`src/rtl/int_fmt_pkg.sv`:
```
// Shared types and constants for the integer-to-BCD formatter.
package int_fmt_pkg;

  typedef enum logic [1:0] {
    IDLE = 2'd0,
    DIV1 = 2'd1,
    DIV2 = 2'd2,
    DONE = 2'd3
  } state_t;

  localparam int BCD_W = 4;
  localparam int REM_W = 5;
  localparam logic [REM_W-1:0] DEC_BASE = 5'd10;

endpackage

```
`src/rtl/int_to_bcd_if.sv`:
```
// Operand/result handshake bundle between producer, formatter and print path.
interface int_to_bcd_if
  import int_fmt_pkg::*;
#(
  parameter int W = 8
);

  logic             in_valid;
  logic             in_ready;
  logic [W-1:0]     in_data;
  logic             in_signed;
  logic             out_valid;
  logic             out_ready;
  logic             out_neg;
  logic [BCD_W-1:0] out_hund;
  logic [BCD_W-1:0] out_tens;
  logic [BCD_W-1:0] out_ones;
  logic             busy;

  modport master (
    output in_valid, in_data, in_signed, out_ready,
    input  in_ready, out_valid, out_neg, out_hund, out_tens, out_ones, busy
  );

  modport slave (
    input  in_valid, in_data, in_signed, out_ready,
    output in_ready, out_valid, out_neg, out_hund, out_tens, out_ones, busy
  );

endinterface

```
`src/rtl/div10_step.sv`:
```
// One restoring division step by ten: shift in a dividend bit, conditionally subtract.
module div10_step
  import int_fmt_pkg::*;
(
  input  logic [REM_W-1:0] i_rem,
  input  logic             i_bit,
  output logic [BCD_W-1:0] o_rem,
  output logic             o_q
);

  logic [REM_W:0] w_trial;

  assign w_trial = {i_rem, i_bit};
  assign o_q     = (w_trial >= {1'b0, DEC_BASE});
  // Result is always below ten, so the low nibble carries the full remainder.
  assign o_rem   = o_q ? (w_trial[BCD_W-1:0] - DEC_BASE[BCD_W-1:0]) : w_trial[BCD_W-1:0];

endmodule

```
`src/rtl/int_to_bcd.sv`:
```
// Sign/magnitude split followed by two shift-subtract divisions by ten -> sign + 3 BCD digits.
// state | meaning
// IDLE  | waiting for operand, in_ready high
// DIV1  | magnitude / 10, remainder -> ones
// DIV2  | quotient / 10, remainder -> tens, quotient -> hundreds
// DONE  | result presented until out_ready
module int_to_bcd
  import int_fmt_pkg::*;
#(
  parameter int W = 8
) (
  input logic          clk,
  input logic          rst,
  int_to_bcd_if.slave  bus
);

  localparam int CNT_W = $clog2(W);
  localparam logic [CNT_W-1:0] CNT_LAST = CNT_W'(W - 1);

  state_t           r_state;
  state_t           w_state_nxt;
  logic             r_neg;
  logic [W-1:0]     r_dvd;
  logic [W-2:0]     r_quo;
  logic [REM_W-1:0] r_rem;
  logic [CNT_W-1:0] r_cnt;
  logic [BCD_W-1:0] r_ones;
  logic             r_out_neg;
  logic [BCD_W-1:0] r_out_hund;
  logic [BCD_W-1:0] r_out_tens;
  logic [BCD_W-1:0] r_out_ones;

  logic             w_neg;
  logic [W-1:0]     w_mag;
  logic [BCD_W-1:0] w_rem;
  logic             w_q;
  logic [W-1:0]     w_quo_nxt;
  logic             w_last;

  assign w_neg     = bus.in_signed & bus.in_data[W-1];
  // Negating the signed minimum wraps to 2^(W-1), which is the correct unsigned magnitude.
  assign w_mag     = w_neg ? (~bus.in_data + W'(1)) : bus.in_data;
  assign w_quo_nxt = {r_quo, w_q};
  assign w_last    = (r_cnt == CNT_LAST);

  div10_step u_step (
    .i_rem (r_rem),
    .i_bit (r_dvd[W-1]),
    .o_rem (w_rem),
    .o_q   (w_q)
  );

  always_comb begin
    w_state_nxt = r_state;
    case (r_state)
      IDLE:    if (bus.in_valid)  w_state_nxt = DIV1;
      DIV1:    if (w_last)        w_state_nxt = DIV2;
      DIV2:    if (w_last)        w_state_nxt = DONE;
      DONE:    if (bus.out_ready) w_state_nxt = IDLE;
      default:                    w_state_nxt = IDLE;
    endcase
  end

  always_ff @(posedge clk or posedge rst) begin
    if (rst) begin
      r_state    <= IDLE;
      r_neg      <= 1'b0;
      r_dvd      <= '0;
      r_quo      <= '0;
      r_rem      <= '0;
      r_cnt      <= '0;
      r_ones     <= '0;
      r_out_neg  <= 1'b0;
      r_out_hund <= '0;
      r_out_tens <= '0;
      r_out_ones <= '0;
    end else begin
      r_state <= w_state_nxt;
      case (r_state)
        IDLE: begin
          if (bus.in_valid) begin
            r_neg <= w_neg;
            r_dvd <= w_mag;
            r_quo <= '0;
            r_rem <= '0;
            r_cnt <= '0;
          end
        end
        DIV1, DIV2: begin
          r_dvd <= {r_dvd[W-2:0], 1'b0};
          r_quo <= w_quo_nxt[W-2:0];
          r_rem <= {1'b0, w_rem};
          r_cnt <= r_cnt + CNT_W'(1);
          if (w_last) begin
            r_cnt <= '0;
            r_rem <= '0;
            r_quo <= '0;
            if (r_state == DIV1) begin
              r_ones <= w_rem;
              r_dvd  <= w_quo_nxt;
            end else begin
              r_out_neg  <= r_neg;
              r_out_ones <= r_ones;
              r_out_tens <= w_rem;
              r_out_hund <= w_quo_nxt[BCD_W-1:0];
            end
          end
        end
        default: ;
      endcase
    end
  end

  assign bus.in_ready  = (r_state == IDLE);
  assign bus.out_valid = (r_state == DONE);
  assign bus.busy      = (r_state != IDLE);
  assign bus.out_neg   = r_out_neg;
  assign bus.out_hund  = r_out_hund;
  assign bus.out_tens  = r_out_tens;
  assign bus.out_ones  = r_out_ones;

endmodule

```
`src/flat_wrapper.sv`:
```
// flat-port wrapper written by rule: the top's interface ports become plain ports
module int_to_bcd_flat import int_fmt_pkg::*;
#(
  parameter int W = 8
)
  (clk, rst, bus_in_valid, bus_in_data, bus_in_signed, bus_out_ready, bus_in_ready, bus_out_valid, bus_out_neg, bus_out_hund, bus_out_tens, bus_out_ones, bus_busy);
  int_to_bcd_if #(.W(W)) bus_i ();
  input logic clk;
  input logic rst;
  input wire logic [$bits(bus_i.in_valid)-1:0] bus_in_valid;
  input wire logic [$bits(bus_i.in_data)-1:0] bus_in_data;
  input wire logic [$bits(bus_i.in_signed)-1:0] bus_in_signed;
  input wire logic [$bits(bus_i.out_ready)-1:0] bus_out_ready;
  output wire logic [$bits(bus_i.in_ready)-1:0] bus_in_ready;
  output wire logic [$bits(bus_i.out_valid)-1:0] bus_out_valid;
  output wire logic [$bits(bus_i.out_neg)-1:0] bus_out_neg;
  output wire logic [$bits(bus_i.out_hund)-1:0] bus_out_hund;
  output wire logic [$bits(bus_i.out_tens)-1:0] bus_out_tens;
  output wire logic [$bits(bus_i.out_ones)-1:0] bus_out_ones;
  output wire logic [$bits(bus_i.busy)-1:0] bus_busy;
  assign bus_i.in_valid = bus_in_valid;
  assign bus_i.in_data = bus_in_data;
  assign bus_i.in_signed = bus_in_signed;
  assign bus_i.out_ready = bus_out_ready;
  assign bus_in_ready = bus_i.in_ready;
  assign bus_out_valid = bus_i.out_valid;
  assign bus_out_neg = bus_i.out_neg;
  assign bus_out_hund = bus_i.out_hund;
  assign bus_out_tens = bus_i.out_tens;
  assign bus_out_ones = bus_i.out_ones;
  assign bus_busy = bus_i.busy;
  int_to_bcd #(.W(W)) u_core (.clk(clk), .rst(rst), .bus(bus_i));
endmodule
```
`config.mk`:
```
export PLATFORM = sky130hd
export DESIGN_NAME = int_to_bcd_flat
export DESIGN_NICKNAME = d
export VERILOG_FILES = /design/src/rtl/int_fmt_pkg.sv /design/src/rtl/int_to_bcd_if.sv /design/src/rtl/div10_step.sv /design/src/rtl/int_to_bcd.sv /design/src/flat_wrapper.sv
export SDC_FILE = /design/constraint.sdc
export NUM_CORES = 1
export LEC_CHECK = 0
export ABC_AREA = 1
export BUFFER_PORTS_ARGS = -buffer_cell sky130_fd_sc_hd__buf_2
export CAP_MARGIN = 20
export CORE_MARGIN = 5
export CORE_UTILIZATION = 40
export CTS_CLUSTER_DIAMETER = 150
export DETAILED_ROUTE_END_ITERATION = 8
export SYNTH_ARGS = -nofsm -noshare
export SYNTH_HDL_FRONTEND = slang
export SYNTH_SLANG_ARGS = --single-unit
```
`constraint.sdc`:
```
create_clock -name clk -period 2.68 [get_ports clk]
set_input_delay 0.402 -clock clk [delete_from_list [all_inputs] [get_ports clk]]
set_output_delay 0.402 -clock clk [all_outputs]
set_load 0.05 [all_outputs]
```
# Yosys cells after proc, flatten, opt, wreduce, memory -nomap -nowiden
# Index checks and enable logic that the tools add are counted.
[op_classes]
n_addsub = 3
magnitude_cmp = 1
n_eq_ne = 8
mux = 20
n_bitwise = 3
n_reduce_logical = 9
[ops]
columns = ["op", "count"]
rows = [
  ["two-way mux 8 bit", 4],
  ["case mux 8 bit (2 select lines)", 1],
  ["two-way mux 7 bit", 2],
  ["case mux 7 bit (2 select lines)", 1],
  ["case mux 5 bit (2 select lines)", 1],
  ["adder 8 x 1 -> 8 bit, second input constant", 1],
  ["two-way mux 2 bit", 4],
  ["two-way mux 4 bit", 2],
  ["NOT 8 bit", 1],
  ["case mux 2 bit (4 select lines)", 1],
  [">= comparator 6 x 4 -> 1 bit, second input constant", 1],
  ["two-way mux 3 bit", 2],
  ["case mux 3 bit (2 select lines)", 1],
  ["AND reduction 3 bit", 2],
  ["two-way mux 5 bit", 1],
  ["equality test 2 bit, second input constant", 2],
  ["inequality test 2 x 1 -> 1 bit, second input constant", 2],
  ["inequality test 2 bit, second input constant", 2],
  ["AND reduction 2 bit", 2],
  ["AND reduction 4 bit", 1],
  ["nonzero test 2 bit", 2],
  ["subtractor 4 bit, second input constant", 1],
  ["adder 3 x 1 -> 3 bit, second input constant", 1],
  ["equality test 3 bit, second input constant", 1],
  ["other kinds (5)", 5],
]
[totals]
regBits = 43
inputBits = 13
elab_cells = 55

# Logic depth before layout (Yosys ltp)
# Gate-level depths: netlist of the first run.
[logic_depth]
depth_word = 5
mapped_depth = 10
depth_no_buf = 9

# Hierarchy
# A second synthesis of the first run with hierarchy kept.
[unflattened]
hier_cells = 266
area_unflattened_um2 = 2157.1
[by_module_without_submodules]
columns = ["module", "n_inst", "cells_each", "area_per_inst_um2", "seq_area_each_um2"]
rows = [
  ["int_to_bcd", 1, 248, 2058.2, 1051.0],
  ["div10_step", 1, 18, 98.8, 0.0],
]

# Least setup slack after synthesis of the first run
# OpenSTA, ideal clock, no wires.
[synth_timing]
path_type = "flip-flop to flip-flop"
startpoint = "register u_core.r_state[0]"
endpoint = "register u_core.r_rem[2]"
setup_time_ns = 0.133
arrival_time_ns = 1.996
required_time_ns = 2.547
path_slack_ns = 0.551
path_stages_with_launch = 10
period_less_slack_ns = 2.129
path_cell_list = "dfrtp_1 inv_1 ha_1 inv_2 or2_1 nand2_1 nor2_2 inv_2 buf_4 o22ai_1"
[synth_via]
elab_cells_between_ends = 8
classes_between = "eq/ne (3); mux (1); reduce/logical (4)"
[synth_lines]
columns = ["element", "line_no", "rtl"]
rows = [
  ["start, declared", "int_to_bcd.sv:20", "state_t r_state;"],
  ["start signal, assigned", "int_to_bcd.sv:78", "r_state <= w_state_nxt;"],
  ["logical NOT 2 bit (*)", "n/a", ""],
  ["named net bus_in_ready", "flat_wrapper.sv:14", "output wire logic [$bits(bus_i.in_ready)-1:0] bus_in_ready;"],
  ["inequality test 2 bit (no source line) or nonzero test 2 bit (tied branches)", "n/a", ""],
  ["AND reduction 2 bit (no source line)", "n/a", ""],
  ["end signal, assigned", "int_to_bcd.sv:92", "r_rem <= {1'b0, w_rem};"],
  ["end, declared", "int_to_bcd.sv:25", "logic [REM_W-1:0] r_rem;"],
]
# Mark *: on every way through the listed nets, which the timed path passes. The rest lies on a longest branch.
# A chain may end at the register's enable or synchronous reset.

# Worst setup path in the final report of the first run
[layout_timing]
startpoint = "register u_core.r_state[0]"
endpoint = "register u_core.r_dvd[0]"
[layout_via]
elab_chain_len = 4
elab_cells_between_ends = 10
classes_between = "eq/ne (3); mux (3); reduce/logical (4)"
[layout_rtl]
columns = ["element", "line_no", "rtl"]
rows = [
  ["equality test 2 x 1 -> 1 bit or equality test 2 bit (tied branches)", "int_to_bcd.sv:79, int_to_bcd.sv:98", ""],
  ["two-way mux 8 bit or OR reduction 2 bit (tied branches)", "int_to_bcd.sv:98, int_to_bcd.sv:79", ""],
  ["two-way mux 8 bit or nonzero test 2 bit (tied branches)", "n/a", ""],
  ["case mux 8 bit (2 select lines) or AND reduction 2 bit (tied branches)", "n/a", ""],
  ["end signal, assigned", "int_to_bcd.sv:83", "r_dvd <= w_mag;"],
  ["end signal, assigned", "int_to_bcd.sv:90", "r_dvd <= {r_dvd[W-2:0], 1'b0};"],
  ["end signal, assigned", "int_to_bcd.sv:100", "r_dvd <= w_quo_nxt;"],
  ["end, declared", "int_to_bcd.sv:23", "logic [W-1:0] r_dvd;"],
]
# Several ways; a longest one is shown, not always the timed one.

==> results of run 1 <==
[area by class of cell]
cell class / count / area (um^2)
timing repair buffer: 31 / 162.7
fill: 530 / 2681
inverter: 32 / 120.1
multi-input combinational: 171 / 865.8
clock inverter: 1 / 30.03
tap: 70 / 87.58
clock buffer: 7 / 76.32
sequential: 42 / 1051
[stage by stage]
stage | instances | power (mW) | util (%)
after floorplan | 252 | 2.315 | -
after global placement | 346 | 2.607 | 45.07
after detailed placement | 346 | 2.629 | 45.07
after CTS | 354 | 3.126 | 47.16
after global routing | 354 | 3.386 | 47.16
final | 354 | 3.097 | 47.16
[sequential cells by signal, summed over array words and instances, names as in the netlist]
register / cells
u_core.bus.out_hund: 4
u_core.bus.out_neg: 1
u_core.bus.out_ones: 4
u_core.bus.out_tens: 4
u_core.r_cnt: 3
u_core.r_dvd: 8
u_core.r_neg: 1
u_core.r_ones: 4
u_core.r_quo: 7
u_core.r_rem: 4
u_core.r_state: 2
[per-layer routing]
layer,wire [um],global-route usage (%)
met1,2021,18.51
met2,1990,22.78
met3,179,3.509
met4,40,2.990
met5,0,0
[critical path: cells and delay by family (launching register included)]
kind                     cells  cell delay (ps)
AO/OA/AOI/OAI                3              660
buffers and inverters        3              560
adder cells (fa/ha/maj)      1              480
flip-flops                   1              430
[path summary, 6_finish.rpt]
path	depth (start not counted)	end
max	7	u_core.r_dvd[0]$_DFFE_PP0P_
min	3	u_core.bus.out_neg$_DFFE_PP0P_
max reg2reg	7	u_core.r_dvd[0]$_DFFE_PP0P_
min reg2reg	2	u_core.bus.out_ones[1]$_DFFE_PP0P_
max in group asynchronous	3	u_core.r_quo[0]$_DFFE_PP0P_
min in group clk	4	u_core.r_dvd[6]$_DFFE_PP0P_
[where the power goes]
group	total (mW)	switching [mW]	internal [mW]	leakage [nW]
sequential	1.03	0.135	0.899	0.544
combinational	1.58	1.10	0.479	0.677
clock	0.486	0.207	0.279	0.0524
total	3.10	1.44	1.66	1.27
[cell usage after synthesis]
library cell	n	area share, %
dfrtp_1	42	51
nand2_2	1	0.30
o21ai_0	29	7.0
a31oi_1	2	0.60
buf_2	3	0.72
nor2_2	1	0.30
xor2_1	1	0.42
o211ai_1	1	0.36
nand2_1	69	12
o221ai_1	1	0.42
o21ai_1	4	0.96
inv_1	28	5.1
a21oi_1	9	2.2
nor2_1	18	3.3
clkbuf_1	1	0.18
ha_1	11	6.6
nand3_1	12	2.9
inv_2	4	0.72
a22o_1	1	0.42
o22ai_1	8	2.4
o21bai_1	1	0.36
o21ai_2	1	0.42
buf_4	3	1.1
or2_1	1	0.30
[logic make-up (layout without fill, tap and decap cells)]
kind of cell,after synthesis,count (layout),synth area share (%)
compound gates,57,57,15.11
xor+xnor,1,1,0.4215
fa+ha+maj,11,11,6.622
buf+inv,39,71,7.766
flops,42,42,50.57
simple gates,102,102,19.51
==> impl_metrics.ini, run 1 <==
[outcome]
status = finished, final reports clean

[critical_path]
arrival_ps = 2430
crit_path_max_incr_delay_ps = 480
r2r-start = u_core.r_state[0]$_DFFE_PP0P_
start_kind = flip-flop
endpoint_kind = flip-flop
ff2ff_setup_slack_ps = 430
worstSetupPathType = reg2reg
cp.required_ps = 2860
path_cells = inv_1, ha_1, inv_2, o21ai_2, inv_1, a21oi_1, a21oi_1
crit_slowest_cell = ha_1
cp_max_fo = 12
startpoint = u_core.r_state[0]$_DFFE_PP0P_

[final_layout]
area_delta_synth_final_pct = 15.17
drive_gt1_share_pct = 15.49
final_common_cell = nand2_1
diodes = 0
final_net_count = 307
final_cell_mix = nand2_1, dfrtp_1, o21ai_0
fin_area_um2 = 2394

[clocking]
cts_tree = yes
cts_resized = 0
htreeDepth = 2
clock_path_buffers = 2
post-cts-setup-buffers = 0
clock-sinks = 42
ctsHoldBuffers = 0
root_buffer = clkbuf_8
cts_inserted_buffers = 5
clkTransAtPathRegs_ps = 80
clkLatencyLatePin_ps = 290

[sta]
fin_skew_ps = 10.44
rsz0062_at_grt = no
min_period_ps = 2248
tightest_slew_ps = 525.5
setup_tns_ps = 0
layout_worst_path_cycle_share_pct = 83.88
max_slew_margin_pct = 64.97
final-hold-violation-count = 0
fmax_ghz = 0.4449
worst_hold_slack_ps = 217.6
setup_viol = 0
setup_ws_ps = 432.1
drv_slew = 0

[route]
via_per_inst = 4.774
routed-via-count = 1690
drc = 0
wl_um = 4231
antenna_left = 0
drtIter0Drc = 61
wire_per_inst_um = 11.95
drt_pass1_iterations = 4

[power_and_ir_drop]
p_leak_nw = 1.273
power_density_nw_per_um2 = 1294
ir_drop_uv = 449.9

[synthesis]
syn_nets = 276
synth_cells = 252
synth_seq_cells = 42
yosys_warnings = 0
netlist_area_um2 = 2078
ys_types = 24
avgSynthCellArea_um2 = 8.247
ys_seq_area_share_pct = 50.57

[floorplan]
row_count = 26
pin_count = 29
core_region_area_um2 = 5075
die_x_um = 82.08
dieArea_um2 = 6737
die_y_um = 82.08
start_util_pct = 40.95

[global_route]
grt_pass1_vias = 1585
grt_max_degree = 43
grt_use_total_pct = 13.89
grt_pass1_wl_um = 7251
grt-ovfl-total = 0
antenna_found_initial = 0

[placement]
gp_congestion = 0.8503
post-place-ws_ps = 469.7
dp_hpwl_um = 3109
post_dp_cell_area_um2 = 2287
port_buffers = 28

[run]
maxCapViolCount = 0

[hold_path]
hold_class = in2async
(Power assumes the default switching activity.)
==> run 2: changes to the inputs <==
==> constraint.sdc (replaced) <==
create_clock -name clk -period 2.1 [get_ports clk]
set_input_delay 0.315 -clock clk [delete_from_list [all_inputs] [get_ports clk]]
set_output_delay 0.315 -clock clk [all_outputs]
set_load 0.05 [all_outputs]
==> run 2 against run 1 <==
Net effect: via count is 0.71% lower; maximum frequency up 24%; global-route usage up 0.32 points; register-to-register slack got worse by 140 ps; combinational power up 30%; die area stayed put; first-iteration DRC count up 38%; power up 25%; clock-buffer cell count decreased by 1; routed wire length rose by 2.9%; core utilization down 0.20 points; critical endpoint unchanged; highest routed layer unchanged.
==> impl_metrics.ini, run 2 (synthesis results as in run 1) <==
[power_and_ir_drop]
power_density_nw_per_um2 = 1628
p_sw_mw = 1.849
power.internal_mw = 2.032
power.total_mw = 3.881
p_leak_nw = 1.269
clkPwrFrac_pct = 13.3
p_comb_share_pct = 52.8
ir_drop_uv = 545.7
p_seq_share_pct = 33.9
power_switching_share_pct = 47.64

[critical_path]
endpoint_kind = flip-flop
start_kind = flip-flop
worstSetupPathType = reg2reg
startpoint = u_core.r_state[0]$_DFFE_PP0P_
cp_max_fo = 11
arrival_ps = 1990
cp.required_ps = 2280
r2r-start = u_core.r_state[0]$_DFFE_PP0P_

[floorplan]
row_count = 26
die_x_um = 82.08
start_util_pct = 40.95
die_y_um = 82.08
core_region_area_um2 = 5075
dieArea_um2 = 6737
pin_count = 29

[sta]
min_period_ps = 1806
setup_tns_ps = 0
layout_worst_path_cycle_share_pct = 85.98
rsz0062_at_grt = no
fin_skew_ps = 3.714
tightest_slew_ps = 526.1
drv_slew = 0
max_slew_margin_pct = 64.93
setup_ws_ps = 294.4
worst_hold_slack_ps = 143.0
setup_viol = 0
fmax_ghz = 0.5538
final-hold-violation-count = 0

[outcome]
status = finished, final reports clean

[global_route]
grt_pass1_vias = 1510
antenna_found_initial = 0
grt_use_total_pct = 14.21
grt_pass1_wl_um = 7210
grt_max_degree = 43
grt-ovfl-total = 0

[route]
drtIter0Drc = 84
via_per_inst = 4.727
drt_pass1_iterations = 5
wl_um = 4355
antenna_left = 0
drc = 0
routed-via-count = 1678
wire_per_inst_um = 12.27

[final_layout]
largest-register = u_core.r_dvd
instances_no_fill = 355
final_cell_mix = nand2_1, dfrtp_1, o21ai_0
finalCoreUtilization_pct = 46.97
fin_area_um2 = 2384
largest_reg_flops = 8
top_regs = u_core.r_dvd x8, u_core.r_quo x7
diodes = 0
area_delta_synth_final_pct = 14.69
final_common_cell = nand2_1
drive_gt1_share_pct = 16.49
final_net_count = 308

[placement]
gp_congestion = 0.8669
post_dp_cell_area_um2 = 2297
dp_hpwl_um = 3299
port_buffers = 28
post-place-cells = 347
post-place-ws_ps = 310.2

[clocking]
cts_resized = 0
cts_inserted_buffers = 5
clkTransAtPathRegs_ps = 80
post-cts-setup-buffers = 0
cts_tree = yes
clock-sinks = 42
ctsHoldBuffers = 0
htreeDepth = 2
clkLatencyLatePin_ps = 290
root_buffer = clkbuf_8
clock_path_buffers = 2

[run]
maxCapViolCount = 0

[hold_path]
hold_class = in2async
## run 2: worst max-delay path, stage by stage (launching register included)
cell     delay, ps
dfrtp_1        420
inv_1          120
ha_2           440
inv_2          130
o21ai_2        190
inv_1          160
a21oi_1        160
a21oi_1         80
## run 2: path summary, 6_finish.rpt
kind,slack [ps],to,cells after the start
setup reg to reg,290,u_core.r_dvd[0]$_DFFE_PP0P_,7
min in group clk,310,u_core.r_dvd[6]$_DFFE_PP0P_,4
hold / removal,140,u_core.bus.out_neg$_DFFE_PP0P_,3
max in group asynchronous,1600,u_core.r_dvd[7]$_DFFE_PP0P_,3
setup / recovery,290,u_core.r_dvd[0]$_DFFE_PP0P_,7
hold reg to reg,480,u_core.bus.out_ones[0]$_DFFE_PP0P_,2
## run 2: power groups by stage
| stage | combinational, mW | clock (mW) | sequential (mW) |
|---|---|---|---|
| 2_1_floorplan | 1.42 | 0 | 1.54 |
| 6_report | 2.05 | 0.515 | 1.32 |
| 5_1_grt | 2.35 | 0.572 | 1.36 |
| 3_3_place_gp | 2.05 | 0 | 1.33 |
| 4_1_cts | 2.08 | 0.530 | 1.32 |
| 3_5_place_dp | 2.08 | 0 | 1.33 |
## run 2: layout make-up
class / instances / area [um^2]
clock buffers: 6 / 72.57
clock inverters: 2 / 13.76
fillers: 522 / 2691
inverters: 32 / 120.1
multi-input cells: 171 / 868.3
flip-flops and latches: 42 / 1051
well taps: 70 / 87.58
repair buffers: 32 / 170.2
## run 2: metal layers
metal / global-route usage, % / vias up / wire [um] / part of all wire (%)
li1: - / 875 / - / -
met1: 18.90 / 775 / 2073 / 48
met2: 22.78 / 21 / 2081 / 48
met3: 3.728 / 7 / 160 / 3.7
met4: 3.987 / 0 / 40 / 0.92
met5: 0 / - / 0 / 0
==> run 3: changes to the inputs <==
==> constraint.sdc (replaced) <==
create_clock -name clk -period 1.6 [get_ports clk]
set_input_delay 0.24 -clock clk [delete_from_list [all_inputs] [get_ports clk]]
set_output_delay 0.24 -clock clk [all_outputs]
set_load 0.05 [all_outputs]
==> run 3 against run 2 <==
Net effect: global-route usage fell by 0.18 points; via count fell by 1.8%; hold slack got worse by 92 ps; core utilization increased by 2.2 points; flip-flop and latch count unchanged; largest cell class unchanged.
==> impl_metrics.ini, run 3 (synthesis results as in run 1) <==
[clocking]
clkLatencyLatePin_ps = 300
cts_inserted_buffers = 5
post-cts-setup-buffers = 0
clock-sinks = 42
clkTransAtPathRegs_ps = 80
root_buffer = clkbuf_8
cts_tree = yes
clock_path_buffers = 2
htreeDepth = 2

[sta]
fin_skew_ps = 7.599
final-hold-violation-count = 0
tightest_slew_ps = 524.6
fmax_ghz = 0.6644
drv_slew = 0
rsz0062_at_grt = no
layout_worst_path_cycle_share_pct = 94.07
setup_viol = 0
max_slew_margin_pct = 65.03
setup_tns_ps = 0
setup_ws_ps = 94.84
min_period_ps = 1505

[power_and_ir_drop]
power_density_nw_per_um2 = 2212
power.total_mw = 5.518
p_leak_nw = 1.306
ir_drop_uv = 927.7

[route]
wire_per_inst_um = 11.58
wl_um = 4158
antenna_left = 0
via_per_inst = 4.591
drtIter0Drc = 89
drc = 0
drt_pass1_iterations = 4
routed-via-count = 1648

[critical_path]
endpoint = bus_in_ready
ff2ff_path_depth = 8
ff2ff_setup_slack_ps = 100
worstSetupPathType = reg2out
cp.required_ps = 1360
arrival_ps = 1270
cp_max_fo = 4
startpoint = u_core.r_state[1]$_DFFE_PP0P_
reg2reg_to = u_core.r_rem[2]$_DFFE_PP0P_
endpoint_kind = primary output
start_kind = flip-flop
r2r-start = u_core.r_state[1]$_DFFE_PP0P_

[final_layout]
instances_no_fill = 359
final_common_cell = nand2_1
top_regs = u_core.r_dvd x8, u_core.r_quo x7
fin_area_um2 = 2495
diodes = 0
final_cell_mix = nand2_1, dfrtp_1, o21ai_0, buf_2, inv_1
area_delta_synth_final_pct = 20.05
drive_gt1_share_pct = 18.69
final_net_count = 312
largest_reg_flops = 8
fillCellCount = 520
largest-register = u_core.r_dvd

[floorplan]
row_count = 26
die_x_um = 82.08
die_y_um = 82.08
dieArea_um2 = 6737
start_util_pct = 40.95
pin_count = 29
core_region_area_um2 = 5075

[global_route]
grt_max_degree = 43
grt_use_total_pct = 14.02
grt-ovfl-total = 0
grt_pass1_wl_um = 7272
antenna_found_initial = 0
grt_pass1_vias = 1562

[placement]
post-place-ws_ps = 82.86
dp_hpwl_um = 3097
port_buffers = 28
post-place-cells = 351
gp_congestion = 0.7841
post_dp_cell_area_um2 = 2370

[outcome]
status = finished, final reports clean

[run]
maxCapViolCount = 0

[hold_path]
hold_class = in2async
## run 3: metal layers
layer | up-vias | track usage (%) | wire length (um)
met5 | - | 0 | 0
li1 | 886 | - | -
met1 | 729 | 19.92 | 2051
met2 | 29 | 21.49 | 1883
met4 | 0 | 2.990 | 38
met3 | 4 | 3.618 | 185
## run 3: cell type report
class / count / area [um^2] / area share, %
clock buffer: 6 / 72.57 / 2.909
clock inverter: 2 / 37.54 / 1.505
inverter: 32 / 130.1 / 5.216
multi-input combinational: 171 / 890.9 / 35.71
sequential: 42 / 1051 / 42.13
tap: 70 / 87.58 / 3.511
timing repair buffer: 36 / 225.2 / 9.027
## run 3: worst min path at each step
stage                     cells after the start            from  slack, ps                            endpoint
after floorplan                               3  bus_in_data[6]        420         u_core.r_dvd[6]$_DFFE_PP0P_
after global placement                        3             rst        400      u_core.bus.out_neg$_DFFE_PP0P_
after detailed placement                      3             rst        400  u_core.bus.out_ones[0]$_DFFE_PP0P_
after CTS                                     3             rst         80  u_core.bus.out_ones[0]$_DFFE_PP0P_
after global routing                          3             rst        120      u_core.bus.out_neg$_DFFE_PP0P_
final                                         3             rst         50  u_core.bus.out_ones[0]$_DFFE_PP0P_
## run 3: worst max-delay path, stage by stage (launching register included)
cell,delay [ps]
dfrtp_1,390
inv_2,110
ha_4,190
buf_2,280
## run 3: repair_timing
action / CTS / global route
endpoints found under the setup margin: 0 / 8
resized for setup: 0 / 4
hold buffers: 0 / 0
## run 3: power breakdown
| part | leakage (nW) | internal, mW | switching (mW) |
|---|---|---|---|
| Sequential | 0.544 | 1.51 | 0.209 |
| Clock | 0.0514 | 0.466 | 0.368 |
| Combinational | 0.711 | 1.03 | 1.94 |
| Total | 1.31 | 3.00 | 2.52 |
## run 3: stage by stage
| stage | hold slack, ps | util (%) |
|---|---|---|
| final | 50.96 | 49.16 |
| after global routing | 122.9 | 49.16 |
| after CTS | 81.42 | 48.87 |
| after detailed placement | 404.7 | 46.70 |
| after global placement | 404.9 | 46.70 |
| after floorplan | 421.7 | - |
